$ cat config.mk
export PLATFORM = sky130hd
export DESIGN_NAME = rc4_key_sequencer
export DESIGN_NICKNAME = d
export VERILOG_FILES = /design/src/rtl/rc4_pkg.sv /design/src/rtl/rc4_key_sequencer_phase_monitor.sv /design/src/rtl/rc4_key_sequencer.sv
export SDC_FILE = /design/constraint.sdc
export NUM_CORES = 1
export LEC_CHECK = 0
export ABC_CLOCK_PERIOD_IN_PS = 5100
export BUFFER_PORTS_ARGS = -buffer_cell sky130_fd_sc_hd__clkbuf_2
export CAP_MARGIN = 10
export CORE_ASPECT_RATIO = 0.75
export CORE_MARGIN = 4
export CORE_UTILIZATION = 61
export CTS_BUF_LIST = sky130_fd_sc_hd__clkbuf_4
export CTS_CLUSTER_DIAMETER = 120
export DETAILED_ROUTE_END_ITERATION = 10
export PLACE_DENSITY = 0.87
export REMOVE_ABC_BUFFERS = 1
export SYNTH_ARGS = -nofsm -noshare
export SYNTH_HDL_FRONTEND = slang
export SYNTH_SLANG_ARGS = --single-unit
$ cat constraint.sdc
create_clock -name clk -period 5.1 [get_ports clk]
set_input_delay 1.02 -clock clk [delete_from_list [all_inputs] [get_ports clk]]
set_output_delay 1.02 -clock clk [all_outputs]
set_load 0.05 [all_outputs]
$ cat src/rtl/rc4_pkg.sv
// ----------------------------------------------------------------------------
// rc4_pkg
// Shared definitions for the RC4 key-search sequencer.
//   - RAM_WIDTH_DEF / KEY_LENGTH_DEF : default key geometry (3 bytes of 8 bits)
//   - mode_t  : one-hot phase select driven to the RAM controller
//   - state_t : sequencer states
//   - mode_of / is_phase : state decode helpers shared by the top level
// ----------------------------------------------------------------------------
package rc4_pkg;

  localparam int RAM_WIDTH_DEF  = 8;
  localparam int KEY_LENGTH_DEF = 3;

  typedef enum logic [2:0] {
    MODE_IDLE    = 3'b000,
    MODE_INIT    = 3'b001,
    MODE_SHUFFLE = 3'b010,
    MODE_DECRYPT = 3'b100
  } mode_t;

  typedef enum logic [2:0] {
    ST_IDLE,
    ST_INIT,
    ST_SHUFFLE,
    ST_DECRYPT,
    ST_GAP,
    ST_FOUND,
    ST_EXHAUSTED,
    ST_ERR
  } state_t;

  // Phase select seen by the RAM controller while sitting in a given state.
  function automatic mode_t mode_of(input state_t s);
    case (s)
      ST_INIT:    return MODE_INIT;
      ST_SHUFFLE: return MODE_SHUFFLE;
      ST_DECRYPT: return MODE_DECRYPT;
      default:    return MODE_IDLE;
    endcase
  endfunction

  // True for the three states that wait on a finished flag.
  function automatic logic is_phase(input state_t s);
    return (s == ST_INIT) || (s == ST_SHUFFLE) || (s == ST_DECRYPT);
  endfunction

endpackage

$ cat src/rtl/rc4_key_sequencer_phase_monitor.sv
// ----------------------------------------------------------------------------
// phase_monitor
// Arm flag and watchdog for whichever phase is currently running.
//   clk, reset   : clock, asynchronous active-low reset
//   i_enter      : pulse on the edge that enters a phase; clears arm + watchdog
//   i_active     : high while a phase state is current
//   i_finished   : finished bit belonging to the current phase
//   o_done       : phase completed this cycle (armed and finished seen high)
//   o_timeout    : watchdog expired this cycle without completion
// ----------------------------------------------------------------------------
module phase_monitor #(
  parameter int TIMEOUT_CYCLES = 4096
) (
  input  logic clk,
  input  logic reset,
  input  logic i_enter,
  input  logic i_active,
  input  logic i_finished,
  output logic o_done,
  output logic o_timeout
);

  localparam int WD_W = (TIMEOUT_CYCLES > 2) ? $clog2(TIMEOUT_CYCLES) : 1;
  localparam logic [WD_W-1:0] WD_LAST = WD_W'(TIMEOUT_CYCLES - 1);

  logic            r_arm;
  logic [WD_W-1:0] r_wd;

  // NOTE: sequential state uses non-blocking assignments so every register
  // samples pre-edge values regardless of statement order.
  always_ff @(posedge clk or negedge reset) begin
    if (!reset) begin
      r_arm <= 1'b0;
      r_wd  <= '0;
    end else if (i_enter) begin
      r_arm <= 1'b0;
      r_wd  <= '0;
    end else if (i_active) begin
      // A finished bit left high by the previous pass must be seen low once
      // before a rising level is trusted as this pass's completion.
      if (!i_finished) r_arm <= 1'b1;
      if (r_wd != WD_LAST) r_wd <= r_wd + WD_W'(1);
    end
  end

  assign o_done    = i_active && r_arm && i_finished;
  // Completion takes precedence over expiry in the same cycle.
  assign o_timeout = i_active && (r_wd == WD_LAST) && !o_done;

endmodule

$ cat src/rtl/rc4_key_sequencer.sv
// ----------------------------------------------------------------------------
// rc4_key_sequencer
// Steps an RC4 brute-force search through INIT -> SHUFFLE -> DECRYPT for each
// candidate key, with a two-cycle GAP between phases, until the decryptor
// reports a valid message, the key range is exhausted, or a phase times out.
//   clk, reset   : clock, asynchronous active-low reset
//   start        : begin a search from key_start (only when not busy)
//   halt         : abort to IDLE (wins over start)
//   key_start    : first candidate key, byte KEY_LENGTH-1 most significant
//   finished     : done flags {decryptor, shuffler, initializer}
//   msg_valid    : decryptor verdict, meaningful while finished[2]=1
//   mode         : registered one-hot phase select (000 outside phases)
//   key          : registered current candidate key
//   busy, found, exhausted, timeout_err : registered status flags
// ----------------------------------------------------------------------------
module rc4_key_sequencer
  import rc4_pkg::*;
#(
  parameter int                                RAM_WIDTH      = RAM_WIDTH_DEF,
  parameter int                                KEY_LENGTH     = KEY_LENGTH_DEF,
  parameter logic [KEY_LENGTH*RAM_WIDTH-1:0]   KEY_MAX        = 24'h3FFFFF,
  parameter int                                TIMEOUT_CYCLES = 4096
) (
  input  logic                                 clk,
  input  logic                                 reset,
  input  logic                                 start,
  input  logic                                 halt,
  input  logic [KEY_LENGTH-1:0][RAM_WIDTH-1:0] key_start,
  input  logic [2:0]                           finished,
  input  logic                                 msg_valid,
  output logic [2:0]                           mode,
  output logic [KEY_LENGTH-1:0][RAM_WIDTH-1:0] key,
  output logic                                 busy,
  output logic                                 found,
  output logic                                 exhausted,
  output logic                                 timeout_err
);

  localparam int KEY_W = KEY_LENGTH * RAM_WIDTH;

  state_t             r_state,   w_state_nx;
  mode_t              r_mode;
  logic [KEY_W-1:0]   r_key,     w_key_nx;
  logic               r_busy,    w_busy_nx;
  logic               r_found,   w_found_nx;
  logic               r_exh,     w_exh_nx;
  logic               r_terr,    w_terr_nx;
  logic               r_gap_cnt, w_gap_cnt_nx;
  state_t             r_gap_tgt, w_gap_tgt_nx;

  logic w_fin_sel;
  logic w_enter;
  logic w_done;
  logic w_timeout;

  // r_mode is one-hot in a phase, so masking picks that phase's finished bit.
  assign w_fin_sel = |(finished & r_mode);
  assign w_enter   = is_phase(w_state_nx) && (w_state_nx != r_state);

  phase_monitor #(
    .TIMEOUT_CYCLES (TIMEOUT_CYCLES)
  ) u_phase_monitor (
    .clk        (clk),
    .reset      (reset),
    .i_enter    (w_enter),
    .i_active   (is_phase(r_state)),
    .i_finished (w_fin_sel),
    .o_done     (w_done),
    .o_timeout  (w_timeout)
  );

  // NOTE: every output of this block is given a default first, so no path
  // through the case statement can leave a value unassigned and infer a latch.
  always_comb begin
    w_state_nx   = r_state;
    w_key_nx     = r_key;
    w_busy_nx    = r_busy;
    w_found_nx   = r_found;
    w_exh_nx     = r_exh;
    w_terr_nx    = r_terr;
    w_gap_cnt_nx = r_gap_cnt;
    w_gap_tgt_nx = r_gap_tgt;

    if (halt) begin
      w_state_nx = ST_IDLE;
      w_busy_nx  = 1'b0;
      w_found_nx = 1'b0;
      w_exh_nx   = 1'b0;
      w_terr_nx  = 1'b0;
    end else begin
      case (r_state)
        ST_IDLE, ST_FOUND, ST_EXHAUSTED, ST_ERR: begin
          if (start) begin
            w_state_nx = ST_INIT;
            w_key_nx   = key_start;
            w_busy_nx  = 1'b1;
            w_found_nx = 1'b0;
            w_exh_nx   = 1'b0;
            w_terr_nx  = 1'b0;
          end
        end

        ST_INIT, ST_SHUFFLE: begin
          if (w_done) begin
            w_state_nx   = ST_GAP;
            w_gap_cnt_nx = 1'b0;
            w_gap_tgt_nx = (r_state == ST_INIT) ? ST_SHUFFLE : ST_DECRYPT;
          end else if (w_timeout) begin
            w_state_nx = ST_ERR;
            w_busy_nx  = 1'b0;
            w_terr_nx  = 1'b1;
          end
        end

        ST_DECRYPT: begin
          if (w_done) begin
            if (msg_valid) begin
              w_state_nx = ST_FOUND;
              w_found_nx = 1'b1;
              w_busy_nx  = 1'b0;
            end else if (r_key == KEY_MAX) begin
              w_state_nx = ST_EXHAUSTED;
              w_exh_nx   = 1'b1;
              w_busy_nx  = 1'b0;
            end else begin
              // Key is one flat binary number; carries ripple across bytes.
              w_key_nx     = r_key + KEY_W'(1);
              w_state_nx   = ST_GAP;
              w_gap_cnt_nx = 1'b0;
              w_gap_tgt_nx = ST_INIT;
            end
          end else if (w_timeout) begin
            w_state_nx = ST_ERR;
            w_busy_nx  = 1'b0;
            w_terr_nx  = 1'b1;
          end
        end

        ST_GAP: begin
          // Two cycles in GAP: count 0 then count 1, leave after the second.
          if (r_gap_cnt) w_state_nx = r_gap_tgt;
          w_gap_cnt_nx = 1'b1;
        end

        default: w_state_nx = ST_IDLE;
      endcase
    end
  end

  always_ff @(posedge clk or negedge reset) begin
    if (!reset) begin
      r_state   <= ST_IDLE;
      r_mode    <= MODE_IDLE;
      r_key     <= '0;
      r_busy    <= 1'b0;
      r_found   <= 1'b0;
      r_exh     <= 1'b0;
      r_terr    <= 1'b0;
      r_gap_cnt <= 1'b0;
      r_gap_tgt <= ST_INIT;
    end else begin
      r_state   <= w_state_nx;
      r_mode    <= mode_of(w_state_nx);
      r_key     <= w_key_nx;
      r_busy    <= w_busy_nx;
      r_found   <= w_found_nx;
      r_exh     <= w_exh_nx;
      r_terr    <= w_terr_nx;
      r_gap_cnt <= w_gap_cnt_nx;
      r_gap_tgt <= w_gap_tgt_nx;
    end
  end

  assign mode        = r_mode;
  assign key         = r_key;
  assign busy        = r_busy;
  assign found       = r_found;
  assign exhausted   = r_exh;
  assign timeout_err = r_terr;

endmodule
==> qor.csv <==
metric;value;unit
run_status;finished clean;
antenna_left;0;
timing.critical_path.to_type;register;
drt-initial-drc-count;300;
numCtsBuffers;5;
cell_internal_pwr;0.958;mW
detail_route.drc_violations;0;
timing_worst_slew_pin_value;1010;ps
crit_path_top_delay_cell;sky130_fd_sc_hd__a211oi_2;
grt_start_max_net_pins;51;
ioPinCount;63;
maxCapViolCount;0;
fillCellCount;395;
grt_first_pass_wirelength;12900;um
timing_worst_setup_path_type;input port to register;
worstPathRequired;5320;ps
synth_cell_type_count;60;
drt-vias-per-instance;6.43;
ys_warn_count;0;
power.total;2.10;mW
power_frac_clock;0.107;
netlist_instances;353;
finalMaxSlewViolations;0;
die_width;90.0;um
io_buffer_count;62;
globalplace.congestion;0.870;
ys.flop_type;sky130_fd_sc_hd__dfrtp_1;
finish.net_count;436;
vias;2969;
global_route.overflow_total;0;
startpoint_of_the_lowest_slack_register_to_register_path;mode[0];
grt_antenna_before_repair;0;
ir_drop;0.535;mV
layout_min_cycle_time;3550;ps
critical_path.startpoint_type;input port;
worst_r2r_path_depth;6;
hold_path.startpoint;found;
switching_share;0.545;
ys_async_sr_fraction;1.00;
via_count_of_the_first_global_routing_pass;2601;
setup-violations-final;0;
ys_ff_latch;50;
route.final.wire_length;7680;um
cts-root-to-sink-buffers;2;
cellLeakagePower;1.48;nW
layout.core_utilization;0.696;
clock_skew;6.11;ps
start_util;0.628;
powerDensity;617;nW/um^2
die_area;6260;sq um
cts.repair.resized;0;
worst-path-max-fanout;13;
cts_hold_buffers;0;
holdPathStages;2;
cts_root_buf;sky130_fd_sc_hd__clkbuf_4;
syn_avg_cell_area;8.72;sq um
clkSinkCount;50;
htree_num_levels;2;
synth.cell_area;3080;sq um
syn_to_final_growth;10.8;%
min_period_over_period;0.696;
cts_tree;yes;
grt.total_usage;0.250;
insertion_delay;380;ps
post_cts_setup_inserts;0;
most-common-layout-cells;sky130_fd_sc_hd__clkbuf_2 (62), sky130_fd_sc_hd__dfrtp_1 (49), sky130_fd_sc_hd__a21oi_1 (39), sky130_fd_sc_hd__nand2_1 (37), sky130_fd_sc_hd__o21ai_0 (28);
worst-endpoint-arrival;3770;ps
cp_cell_sequence;clkbuf_2, a222oi_1, nand2b_1, o211ai_1, a311o_1, a211oi_2, nor4_1;
number_of_synthesized_flops_with_an_enable_pin;0;
core_footprint;4900;sq um
drive_gt1_frac;0.226;
synth.yosys.seq_area_share;0.407;
detailedRoute.firstPassIterationCount;5;
hold_path_class;register to register;
timing.max_slew.rel_slack;0.323;
comb_power_share;0.529;
fin_setup_tns;0;ps
placementRows;22;
p_sw;1.15;mW
critical_path.reg2reg.endpoint;u_phase_monitor.r_wd[5];
max_fclk;282;MHz
final-hold-violation-count;0;
hold-path-endpoint;found;
critical_path.max_stage_delay;820;ps
grt_setup_unrepaired;false;
dp.final_hpwl;5460;um
final_common_cell;sky130_fd_sc_hd__clkbuf_2;
timing.reg2reg.setup_slack;1880;ps
clk_pin_slew;140;ps
wl_per_cell;16.6;um
antenna-diode-count;0;
chipHeight;69.5;um
share_of_power_burned_in_registers;0.363;
==> power groups by stage <==
stage / clock network [mW] / logic (mW) / registers [mW]
2_1_floorplan: 0 / 0.498 / 1.08
3_3_place_gp: 0 / 1.08 / 0.760
3_5_place_dp: 0 / 1.11 / 0.766
4_1_cts: 0.230 / 1.11 / 0.758
5_1_grt: 0.249 / 1.20 / 0.797
6_report: 0.226 / 1.11 / 0.765
==> per-layer routing <==
metal,up-vias,global-route usage,share of wire
met5,-,0,0
met4,0,0.0577,0.011
met3,7,0.0564,0.090
met2,155,0.360,0.45
met1,1389,0.382,0.45
li1,1418,-,-
==> synthesized netlist by cell type, drive strengths merged, types with 4 or more instances <==
library cell,instances,share of area
nand4,17,0.037
clkbuf,9,0.011
nor3b,5,0.012
a31oi,5,0.010
xor2,7,0.020
buf,14,0.037
nand2,37,0.045
a2bb2oi,7,0.020
a21oi,39,0.063
dfrtp,49,0.40
and3,5,0.010
nor4,4,0.0081
o31ai,4,0.014
o22ai,9,0.018
nor3,19,0.036
o21ai,31,0.053
nor2,28,0.034
inv,5,0.0061
nand3,15,0.024
==> sequential cells by signal, summed over array words and instances, names as in the netlist, 2 cells and up <==
register / count
key: 24
mode: 3
r_gap_tgt: 2
r_state: 3
u_phase_monitor.r_wd: 12
==> worst max-delay path: cells and delay by family <==
family	cells	cell delay, ps
buf+inv	1	80
simple gates	2	610
compound gates	4	2060
==> worst max path at each step <==
stage / start / end / slack (ps) / cells after the start
finish: finished[0] / u_phase_monitor.r_wd[5] / 1550 / 7
global route: finished[0] / u_phase_monitor.r_wd[5] / 1320 / 7
CTS: finished[0] / u_phase_monitor.r_wd[5] / 1600 / 7
detailed placement: finished[0] / u_phase_monitor.r_wd[5] / 1200 / 7
global placement: finished[0] / u_phase_monitor.r_wd[5] / 1390 / 7
floorplan: r_state[1] / u_phase_monitor.r_wd[2] / 1500 / 6
==> per-stage QoR <==
step	instance area (sq um)	hold slack [ps]	std cells	setup WS [ps]
3_5_place_dp	3340	495	455	1200
4_1_cts	3410	527	462	1600
3_3_place_gp	3340	477	455	1390
5_1_grt	3410	560	462	1320
6_report	3410	525	462	1550
2_1_floorplan	2930	505	330	1500
==> final cells by class <==
cell class                      instances  area (sq um)  share of cell area
Timing Repair Buffer                   65           333              0.0976
Inverter                                5          18.8             0.00550
Clock buffer                            5          37.5              0.0110
Multi-Input combinational cell        275          1660               0.487
Sequential cell                        50          1250               0.367
Tap cell                               60          75.1              0.0220
Clock inverter                          2          33.8             0.00991
==> kinds of logic (layout without fill, tap and decap cells) <==
family,Yosys count,after routing,share of synthesized area
and+or+nand+nor,147,147,0.259
muxes,2,2,0.00650
buffers and inverters,28,77,0.0549
AOI/OAI and AO/OA,114,114,0.237
adders and majority gates,2,2,0.00813
xor gates and xnor gates,10,10,0.0285
DFF,50,50,0.407
(Power assumes the default switching activity.)
